File: config.mk
export PLATFORM = sky130hd
export DESIGN_NAME = serial_adder_ctrl
export DESIGN_NICKNAME = d
export VERILOG_FILES = /design/src/rtl/serial_adder_ctrl.sv
export SDC_FILE = /design/constraint.sdc
export NUM_CORES = 1
export LEC_CHECK = 0
export CAP_MARGIN = 10
export CORE_UTILIZATION = 50
export CTS_CLUSTER_SIZE = 20
export DETAILED_ROUTE_END_ITERATION = 7
export GPL_TIMING_DRIVEN = 0
export PLACE_DENSITY = 0.78
export SYNTH_ARGS = -nofsm -noshare
export SYNTH_HDL_FRONTEND = slang
export SYNTH_SLANG_ARGS = --single-unit
File: constraint.sdc
create_clock -name clk -period 1.6 [get_ports clk]
set_input_delay 0.48 -clock clk [delete_from_list [all_inputs] [get_ports clk]]
set_output_delay 0.48 -clock clk [all_outputs]
set_load 0.05 [all_outputs]
File: src/rtl/serial_adder_ctrl.sv
// ----------------------------------------------------------------------------
// serial_adder_ctrl
//
// Bit-serial adder: computes {cout, sum} = a + b + cin one bit per clock,
// LSB first, through a single full-adder cell built from two half adders.
// Operands are captured on an accepted start, so a/b/cin may change freely
// while an addition is in progress.
//
// Handshake: start is honoured only in IDLE. busy is high for WIDTH cycles
// while bits are processed; done pulses for one cycle afterwards. sum/cout
// change only on the final RUN edge (or on reset) and are held until then.
//
// Ports:
//   clk    in   1      system clock, rising edge
//   rst    in   1      synchronous active-high reset
//   start  in   1      request an addition (sampled in IDLE only)
//   a      in   WIDTH  operand A
//   b      in   WIDTH  operand B
//   cin    in   1      carry-in
//   sum    out  WIDTH  result, valid when done=1
//   cout   out  1      carry-out, valid when done=1
//   busy   out  1      high while in RUN
//   done   out  1      one-cycle pulse in DONE
// ----------------------------------------------------------------------------

module half_adder (
    input  logic x,
    input  logic y,
    output logic s,
    output logic c
);
    assign s = x ^ y;
    assign c = x & y;
endmodule

// state | meaning
// IDLE  | waiting for start; sum/cout hold the last result
// RUN   | one operand bit processed per edge, busy=1
// DONE  | result just loaded, done=1 for one cycle
module serial_adder_ctrl #(
    parameter int WIDTH = 8
) (
    input  logic             clk,
    input  logic             rst,
    input  logic             start,
    input  logic [WIDTH-1:0] a,
    input  logic [WIDTH-1:0] b,
    input  logic             cin,
    output logic [WIDTH-1:0] sum,
    output logic             cout,
    output logic             busy,
    output logic             done
);
    localparam int CNT_W = (WIDTH > 1) ? $clog2(WIDTH) : 1;
    localparam logic [CNT_W-1:0] LAST_BIT = CNT_W'(WIDTH - 1);

    typedef enum logic [1:0] {
        IDLE = 2'd0,
        RUN  = 2'd1,
        DONE = 2'd2
    } state_t;

    state_t state_q, state_d;

    logic [WIDTH-1:0] a_sr, b_sr, res_sr, res_next;
    logic [WIDTH-1:0] sum_q;
    logic             cout_q;
    logic             carry_q;
    logic [CNT_W-1:0] cnt_q;

    logic load, shift, finish;
    logic last_bit;

    // Full-adder cell: HA1 adds the operand bits, HA2 folds in the carry.
    logic ha1_s, ha1_c, fa_s, ha2_c, fa_c;

    half_adder u_ha1 (
        .x (a_sr[0]),
        .y (b_sr[0]),
        .s (ha1_s),
        .c (ha1_c)
    );

    half_adder u_ha2 (
        .x (ha1_s),
        .y (carry_q),
        .s (fa_s),
        .c (ha2_c)
    );

    assign fa_c = ha1_c | ha2_c;

    // New sum bit enters at the MSB; after WIDTH shifts the LSB has
    // reached bit 0. A one-bit result register has nothing to shift.
    generate
        if (WIDTH == 1) begin : g_res_w1
            assign res_next = fa_s;
        end else begin : g_res_wn
            assign res_next = {fa_s, res_sr[WIDTH-1:1]};
        end
    endgenerate

    assign last_bit = (cnt_q == LAST_BIT);

    always_ff @(posedge clk) begin
        if (rst) begin
            state_q <= IDLE;
        end else begin
            state_q <= state_d;
        end
    end

    always_comb begin
        state_d = state_q;
        load    = 1'b0;
        shift   = 1'b0;
        finish  = 1'b0;
        case (state_q)
            IDLE: begin
                if (start) begin
                    load    = 1'b1;
                    state_d = RUN;
                end
            end
            RUN: begin
                shift = 1'b1;
                if (last_bit) begin
                    finish  = 1'b1;
                    state_d = DONE;
                end
            end
            DONE: begin
                state_d = IDLE;
            end
            default: begin
                state_d = IDLE;
            end
        endcase
    end

    always_ff @(posedge clk) begin
        if (rst) begin
            a_sr    <= '0;
            b_sr    <= '0;
            res_sr  <= '0;
            carry_q <= 1'b0;
            cnt_q   <= '0;
            sum_q   <= '0;
            cout_q  <= 1'b0;
        end else begin
            if (load) begin
                a_sr    <= a;
                b_sr    <= b;
                carry_q <= cin;
                cnt_q   <= '0;
                res_sr  <= '0;
            end else if (shift) begin
                a_sr    <= a_sr >> 1;
                b_sr    <= b_sr >> 1;
                carry_q <= fa_c;
                cnt_q   <= cnt_q + CNT_W'(1);
                res_sr  <= res_next;
            end
            if (finish) begin
                sum_q  <= res_next;
                cout_q <= fa_c;
            end
        end
    end

    assign sum  = sum_q;
    assign cout = cout_q;
    assign busy = (state_q == RUN);
    assign done = (state_q == DONE);

endmodule

==> results.cfg, run 1 <==
[clock_network]
numCtsBuffers = 5
h-tree-depth = 2
root_buffer = clkbuf_4
clk_pin_slew_ps = 120
clock_sinks = 38
clk_latency_ps = 360
cts_tree = done
hold_buffers = 0
cts_buffer_depth = 2

[sta]
post-route-period-util_pct = 98.6
fin_skew_ps = 9.81
finalWorstSetupSlack_ps = 22.8
slew_headroom_pct = 72.0
tightest_slew_ps = 420
fmax_mhz = 634
setup_tns_ps = 0
layout_min_cycle_time_ps = 1580
report.final.setup_viol = 0
drv_slew = 0
finalHoldViolCount = 0
rsz0062_at_grt = yes

[placed_design]
post-place-ws_ps = -773
gp_congestion = 0.743
io_buffers = 30
dp_cells = 232
dp_hpwl_mm = 2.25

[synth]
synth_top_area_share_pct = 49.8
yosysTopAreaCell = dfxtp_1
synth_flop_cell = dfxtp_1
synth.area.top_cells = dfxtp_1 50%, a21oi_1 11%, o221a_1 7.4%, nand2_1 6.6%, inv_1 3.7%
avgSynthCellArea_um2 = 8.93
yosys_register_bits = 38
yosys.cell_count.top_type = dfxtp_1
syn_area_um2 = 1530
synth_edf_count = 0
synthTopCellsByCount = 38 x dfxtp_1, 35 x a21oi_1, 27 x nand2_1
postSynthCellCount = 171
yosysSeqAreaShare_pct = 49.8
synth_fp_nets = 194
yosys_warnings = 0
yosysUniqueCellTypes = 23
async_flop_share_pct = 0

[floorplan]
initial_core_util_pct = 54.0
fp.dieW_um = 57.3
num_rows = 19
die_height_um = 57.3
die_area_um2 = 3280
core_area_um2 = 2830
io-pin-count = 31

[status]
status = finished with violations
violations = design-rule violations

[drt]
routedWlPerCell_um = 13.6
firstDrtPassIters = 7
met1_length_mm = 1.41
highest_layer = met4
viasPerCell = 5.56
drtAntennaViolNets = 0
drt_wl_total_mm = 3.32
drc = 4
dr_wl_met2_mm = 1.63
dr_wl_met3_um = 183
drt_iter0_markers = 59
vias = 1352

[power]
power_frac_clock_pct = 30.2
comb_power_share_pct = 13.6
pwr-share-seq_pct = 56.2
switching_share_pct = 26.5
p_per_area_nw_per_um2 = 911
power.switching_uw = 478
intPower_uw = 1330
p_total_uw = 1810
p_leak_uw = 0.000759
peakVddDrop_mv = 0.663

[worst_setup_path]
cp.required_ps = 1120
path_max_fanout = 7
arrival_ps = 1100
cp-end-kind = primary output
cp-start-kind = register
critPathKind = register to primary output

[cells_and_area]
multiInputGateArea_um2 = 647
syn_to_final_growth_pct = 29.8
fillers = 224
drive_gt1_share_pct = 20.8
n_antenna_cell = 0
stdcell_count = 243
fin_nets = 234
regArea_um2 = 768

[grt]
gr-total-overflow = 0
grt_max_degree = 17
antenna_found_initial = 0
first_global_vias = 1254
track_usage_pct = 22.9
grt_pass1_wl_mm = 5.49

[min_path]
min_path_type = register to register

[flow_run]
drv_cap = 0
[logic make-up (layout without fill, tap and decap cells)]
family / Yosys count / in the layout / share of synthesized area [%]
compound gates: 53 / 53 / 23.8
xor+xnor: 1 / 1 / 0.573
fa+ha+maj: 3 / 3 / 2.95
buf+inv: 28 / 69 / 8.68
flops: 38 / 38 / 49.8
simple gates: 48 / 48 / 14.3
[through the flow]
step,hold WS (ps),util (%),area (µm²)
finish,459,70.1,1980
global route,476,70.1,1980
CTS,465,70.1,1980
detailed placement,448,66.1,1870
global placement,442,66.1,1870
floorplan,437,-,1530
[power groups by stage]
stage                     Clock [µW]  Combinational [µW]  Sequential (µW)
after global placement             0                 221             1040
after global routing             587                 271             1020
after detailed placement           0                 227             1040
after CTS                        555                 239             1020
final                            546                 246             1020
after floorplan                    0                 144             1030
[layout by cell type (no fill, tap or decap), types with 2 or more instances in the layout]
cell,n
o221a_1,10
clkbuf_4,5
o21ai_0,2
dfxtp_4,2
buf_6,3
o221a_2,5
clkdlybuf4s15_2,4
clkbuf_2,2
nand2_1,27
clkdlybuf4s50_1,18
a21oi_1,35
inv_1,15
buf_2,7
nand3b_1,3
nand3_1,9
buf_4,7
dfxtp_1,36
ha_1,2
nor2_1,3
[repair_timing]
| item | in CTS | in global routing |
|---|---|---|
| endpoints found under the setup margin | 19 | 32 |
| resized for setup | 50 | 19 |
| buffers inserted | 2 | 3 |
[state kept, by name, summed over array words and instances, names as in the netlist]
name	cells
carry_q	1
state_q	2
a_sr	8
cout	1
cnt_q	3
sum	8
b_sr	8
res_sr	7
[layer usage]
layer,global-route usage (%),up-vias
li1,-,671
met5,0,-
met2,39.0,33
met1,25.2,640
met4,14.6,0
met3,6.35,8
[worst max-delay path, cell delays in order (launching register included)]
cell and delay (ps):
dfxtp_4 380, nand2b_4 170, inv_8 60, buf_8 130
[layout make-up]
type | instances | share of cell area [%]
buffer | 10 | 3.53
clock buffer | 6 | 2.59
clock inverter | 2 | 0.631
inverter | 16 | 3.41
multi-input combinational | 105 | 32.6
sequential | 38 | 38.7
tap | 31 | 1.96
timing repair buffer | 35 | 16.5
[worst paths after layout]
| path | startpoint | end | slack, ps | cells past startpoint |
|---|---|---|---|---|
| max reg2reg | cnt_q[0]$_SDFFE_PP0P_ | state_q[0]$_SDFFE_PP0P_ | 130 | 4 |
| min | sum[5]$_SDFFE_PP0P_ | sum[5]$_SDFFE_PP0P_ | 460 | 2 |
| max | state_q[1]$_SDFFE_PP0P_ | busy | 20 | 3 |
| min reg2reg | sum[5]$_SDFFE_PP0P_ | sum[5]$_SDFFE_PP0P_ | 460 | 2 |
Note: power is estimated with default switching activity, not from simulation.
==> run 2, diff against run 1 <==
Settings changed: PLACE_DENSITY 0.78 to 0.87.
==> run 2 against run 1 <==
  * Hold slack improved by 7.0 ps
  * Largest power group unchanged
  * The flow still finishes with violations (design-rule violations)
  * Highest routed layer unchanged
  * Setup slack got worse by 14 ps
  * Total power rose by 0.50%
  * Sequential power barely moved
  * Sequential share of layout area rose by 0.25 points
  * Global-route usage rose by 1.7 points
  * Critical endpoint unchanged
==> results.cfg, run 2 (synthesized netlist as in run 1, its figures left out) <==
[status]
status = finished with violations
violations = design-rule violations

[clock_network]
hold_buffers = 0
cts_tree = done
clk_pin_slew_ps = 110
root_buffer = clkbuf_4
cts_buffer_depth = 2
clk_latency_ps = 370
numCtsBuffers = 5
clock_sinks = 38
h-tree-depth = 2

[grt]
antenna_found_initial = 0
grt_pass1_wl_mm = 6.04
first_global_vias = 1319
grt_max_degree = 17
track_usage_pct = 24.7
gr-total-overflow = 0

[drt]
drtAntennaViolNets = 0
drt_wl_total_mm = 3.80
met1_length_mm = 1.53
vias = 1389
dr_wl_met2_mm = 1.96
dr_wl_met3_um = 223
drt_iter0_markers = 97
drc = 2
highest_layer = met4
firstDrtPassIters = 6
routedWlPerCell_um = 15.6
viasPerCell = 5.69

[cells_and_area]
fin_util_pct = 69.7
final_cell_mix = 36 x dfxtp_1, 35 x a21oi_1, 27 x nand2_1
finalInstanceArea_um2 = 1970
drive_gt1_share_pct = 21.6
n_antenna_cell = 0
layout_commonest_cell = dfxtp_1
fillers = 210
stdcell_count = 244
syn_to_final_growth_pct = 29.0
fin_nets = 235

[worst_setup_path]
r2r_cells = 5
arrival_ps = 1110
r2r_start = state_q[1]$_SDFFE_PP0P_
path_max_fanout = 5
critPathKind = register to primary output
cp_top_family = flip-flops
worstPathCellList = nand2b_4 > inv_8 > buf_8
cpPeakStageDelay_ps = 370
crit_buf_inv = 2
cp-end-kind = primary output
critPathCapture = busy
cp-start-kind = register
crit_path_top_delay_cell = dfxtp_4
worstSetupPathDepth = 3
cp.required_ps = 1120
startpoint = state_q[1]$_SDFFE_PP0P_
r2r-end = a_sr[3]$_SDFFE_PP0P_
r2r_slack_ps = 70

[placed_design]
dp_hpwl_mm = 2.39
gp_congestion = 0.800
io_buffers = 30
dpl-instance-area_um2 = 1870
dp_cells = 232

[sta]
slew_headroom_pct = 72.7
rsz0062_at_grt = yes
drv_slew = 0
layout_min_cycle_time_ps = 1590
finalHoldViolCount = 0
report.final.setup_viol = 0
post-route-period-util_pct = 99.4
tightest_slew_ps = 408
fin_skew_ps = 10.3
fmax_mhz = 628

[power]
p_per_area_nw_per_um2 = 922
p_leak_uw = 0.000773
intPower_uw = 1330
comb_power_share_pct = 13.8
pwr-share-seq_pct = 56.0
peakVddDrop_mv = 0.520
switching_share_pct = 26.9
power_frac_clock_pct = 30.2
power.switching_uw = 488
p_total_uw = 1820

[floorplan]
die_height_um = 57.3
fp.dieW_um = 57.3
num_rows = 19
die_area_um2 = 3280
initial_core_util_pct = 54.0
core_area_um2 = 2830
io-pin-count = 31

[min_path]
min_path_type = register to register

[flow_run]
drv_cap = 0
## run 2: final cells by class
class / count / area, µm² / share of cell area [%]
Clock inverter: 2 / 12.5 / 0.635
Timing Repair Buffer: 36 / 317 / 16.1
Sequential cell: 38 / 768 / 39.0
Buffer: 10 / 67.6 / 3.43
Clock buffer: 6 / 51.3 / 2.60
Tap cell: 31 / 38.8 / 1.97
Inverter: 16 / 67.6 / 3.43
Multi-Input combinational cell: 105 / 648 / 32.9
## run 2: repair_timing
action,4_1_cts,5_1_grt
buffers inserted,2,4
pin swaps,0,0
endpoints found under the setup margin,17,40
resized for setup,51,25
hold endpoints to repair,0,0
## run 2: stage by stage
stage | hold WS, ps | setup WS (ps) | TNS [ps]
CTS | 464 | -91.5 | -91.5
global placement | 441 | -736 | -12560
global route | 482 | -17.2 | -19.9
detailed placement | 451 | -766 | -13520
finish | 466 | 8.87 | 0
floorplan | 437 | 48.3 | 0
## run 2: how the worst min path moves through the flow
stage                            startpoint  slack [ps]                 endpoint  depth (start not counted)
floorplan            res_sr[1]$_SDFFE_PP0P_         440   res_sr[1]$_SDFFE_PP0P_                          2
global placement        sum[1]$_SDFFE_PP0P_         440      sum[1]$_SDFFE_PP0P_                          2
detailed placement      sum[6]$_SDFFE_PP0P_         450      sum[6]$_SDFFE_PP0P_                          2
CTS                 state_q[1]$_SDFFE_PP0P_         460  state_q[0]$_SDFFE_PP0P_                          1
global route            sum[6]$_SDFFE_PP0P_         480      sum[6]$_SDFFE_PP0P_                          2
finish                  sum[6]$_SDFFE_PP0P_         470      sum[6]$_SDFFE_PP0P_                          2
## run 2: worst register-to-register path: cells and delay by family, from the launching register on
kind	cells	cell delay, ps
AOI/OAI and AO/OA	1	240
buffers and inverters	3	460
DFF	1	370
and+or+nand+nor	1	350
## run 2: power by group through the flow
stage	combinational [µW]	sequential (µW)	clock, µW
finish	250	1020	548
global route	272	1020	599
CTS	243	1020	550
detailed placement	228	1040	0
global placement	219	1040	0
floorplan	144	1030	0
## run 2: layer usage
layer / vias to the layer above / global-route usage (%)
met5: - / 0
met4: 0 / 9.41
met3: 14 / 9.30
met2: 52 / 43.0
met1: 653 / 27.2
li1: 670 / -
==> run 3, diff against run 2 <==
Settings changed: PLACE_DENSITY 0.87 to not set, PLACE_DENSITY_LB_ADDON set to 0.05, SLEW_MARGIN set to 20.
==> run 3 against run 2 <==
  * The run still ends with design-rule violations left
  * Sequential share of layout area decreased by 0.32 points
  * Combinational power about the same
  * Via count decreased by 4.2%
  * Highest routed layer unchanged
  * Sequential power about the same
  * Utilization increased by 0.57 points
  * Die area unchanged
==> results.cfg, run 3 (synthesized netlist as in run 1, its figures left out) <==
[status]
violations = design-rule violations
status = finished with violations

[floorplan]
num_rows = 19
core_area_um2 = 2830
die_height_um = 57.3
initial_core_util_pct = 54.0
io-pin-count = 31
die_area_um2 = 3280
fp.dieW_um = 57.3

[power]
intPower_uw = 1330
peakVddDrop_mv = 0.724
pwr-share-seq_pct = 56.6
switching_share_pct = 26.0
power_frac_clock_pct = 29.6
p_leak_uw = 0.000761
power.switching_uw = 467
comb_power_share_pct = 13.8
p_per_area_nw_per_um2 = 904

[placed_design]
dp_hpwl_mm = 2.28
gp_congestion = 0.708
post-place-ws_ps = -773
io_buffers = 30

[worst_setup_path]
path_max_fanout = 10
cp-start-kind = register
cp_common_cell = buf_4
worstSetupPathDepth = 6
cp-end-kind = register
cp.required_ps = 1840
critPathKind = register to register
crit_buf_inv = 4
worstPathCellList = buf_4 > buf_4 > or3b_1 > buf_6 > buf_8 > o221a_1
arrival_ps = 1830
cp_top_family = buffers and inverters
r2r_cells = 6
crit_path_top_delay_cell = dfxtp_4
cpPeakStageDelay_ps = 360

[sta]
finalHoldViolCount = 0
post-route-period-util_pct = 99.5
rsz0062_at_grt = yes
setup_tns_ps = 0
fmax_mhz = 628
slew_headroom_pct = 71.9
fin_skew_ps = 11.1
tightest_slew_ps = 422
finalWorstSetupSlack_ps = 8.68
drv_slew = 0
layout_min_cycle_time_ps = 1590
report.final.setup_viol = 0

[cells_and_area]
drive_gt1_share_pct = 20.7
final_cell_mix = 36 x dfxtp_1, 35 x a21oi_1, 27 x nand2_1
fillers = 234
fin_nets = 235
syn_to_final_growth_pct = 30.1
n_antenna_cell = 0
regArea_um2 = 768
layout_commonest_cell = dfxtp_1
multiInputGateArea_um2 = 646

[drt]
routedWlPerCell_um = 14.0
dr_wl_met3_um = 182
highest_layer = met4
viasPerCell = 5.45
drt_iter0_markers = 69
firstDrtPassIters = 6
vias = 1331
met1_length_mm = 1.53
dr_wl_met2_mm = 1.67
drt_wl_total_mm = 3.41
drtAntennaViolNets = 0
drc = 5

[grt]
first_global_vias = 1311
grt_pass1_wl_mm = 5.73
antenna_found_initial = 0
grt_max_degree = 17
track_usage_pct = 23.1
gr-total-overflow = 0

[clock_network]
root_buffer = clkbuf_4
hold_buffers = 0
clock_sinks = 38
cts_buffer_depth = 2
numCtsBuffers = 5
clk_latency_ps = 350
clk_pin_slew_ps = 120
cts_tree = done
h-tree-depth = 2

[min_path]
hold_depth = 2
min_path_type = register to register

[flow_run]
drv_cap = 0
==> run 3: layout make-up <==
class	count	share of cell area, %
buffer	10	3.84
clock inverter	2	0.630
multi-input combinational	105	32.5
sequential	38	38.7
inverter	16	3.40
timing repair buffer	36	16.4
tap	31	1.95
clock buffer	6	2.58
==> run 3: worst reg2reg max path, delay by kind of cell, from the launching register on <==
family | cells | cell delay (ps)
buf+inv | 4 | 540
flops | 1 | 360
simple gates | 1 | 360
compound gates | 1 | 240
==> run 3: what timing repair did <==
action,4_1_cts,5_1_grt
resized for setup,53,19
buffers inserted,3,3
endpoints found under the setup margin,23,11
pin swaps,0,1
==> run 3: power by group through the flow <==
| stage | Clock (µW) | Sequential [µW] | Combinational [µW] |
|---|---|---|---|
| 3_3_place_gp | 0 | 1040 | 222 |
| 2_1_floorplan | 0 | 1030 | 144 |
| 6_report | 532 | 1020 | 247 |
| 5_1_grt | 595 | 1020 | 272 |
| 4_1_cts | 538 | 1020 | 243 |
| 3_5_place_dp | 0 | 1040 | 230 |
==> run 3: worst paths after layout <==
kind / start / slack [ps] / endpoint
worst max-delay path: state_q[1]$_SDFFE_PP0P_ / 9 / a_sr[5]$_SDFFE_PP0P_
worst min-delay path: sum[6]$_SDFFE_PP0P_ / 460 / sum[6]$_SDFFE_PP0P_
worst max register to register: state_q[1]$_SDFFE_PP0P_ / 9 / a_sr[5]$_SDFFE_PP0P_
worst min register to register: sum[6]$_SDFFE_PP0P_ / 460 / sum[6]$_SDFFE_PP0P_
==> run 3: metal layers <==
layer  vias up  GRT usage, %
li1        675             -
met1       628          26.6
met2        24          38.8
met3         4          10.2
met4         0          6.97
met5         -             0
==> run 3: stage by stage <==
step	utilization, %	power [µW]	hold slack (ps)	cell area [µm²]	instances
after floorplan	-	1170	437	1530	171
after global placement	66.1	1260	442	1870	232
after detailed placement	66.1	1270	449	1870	232
after CTS	70.5	1800	465	1990	242
after global routing	70.2	1890	486	1990	244
final	70.2	1800	462	1990	244
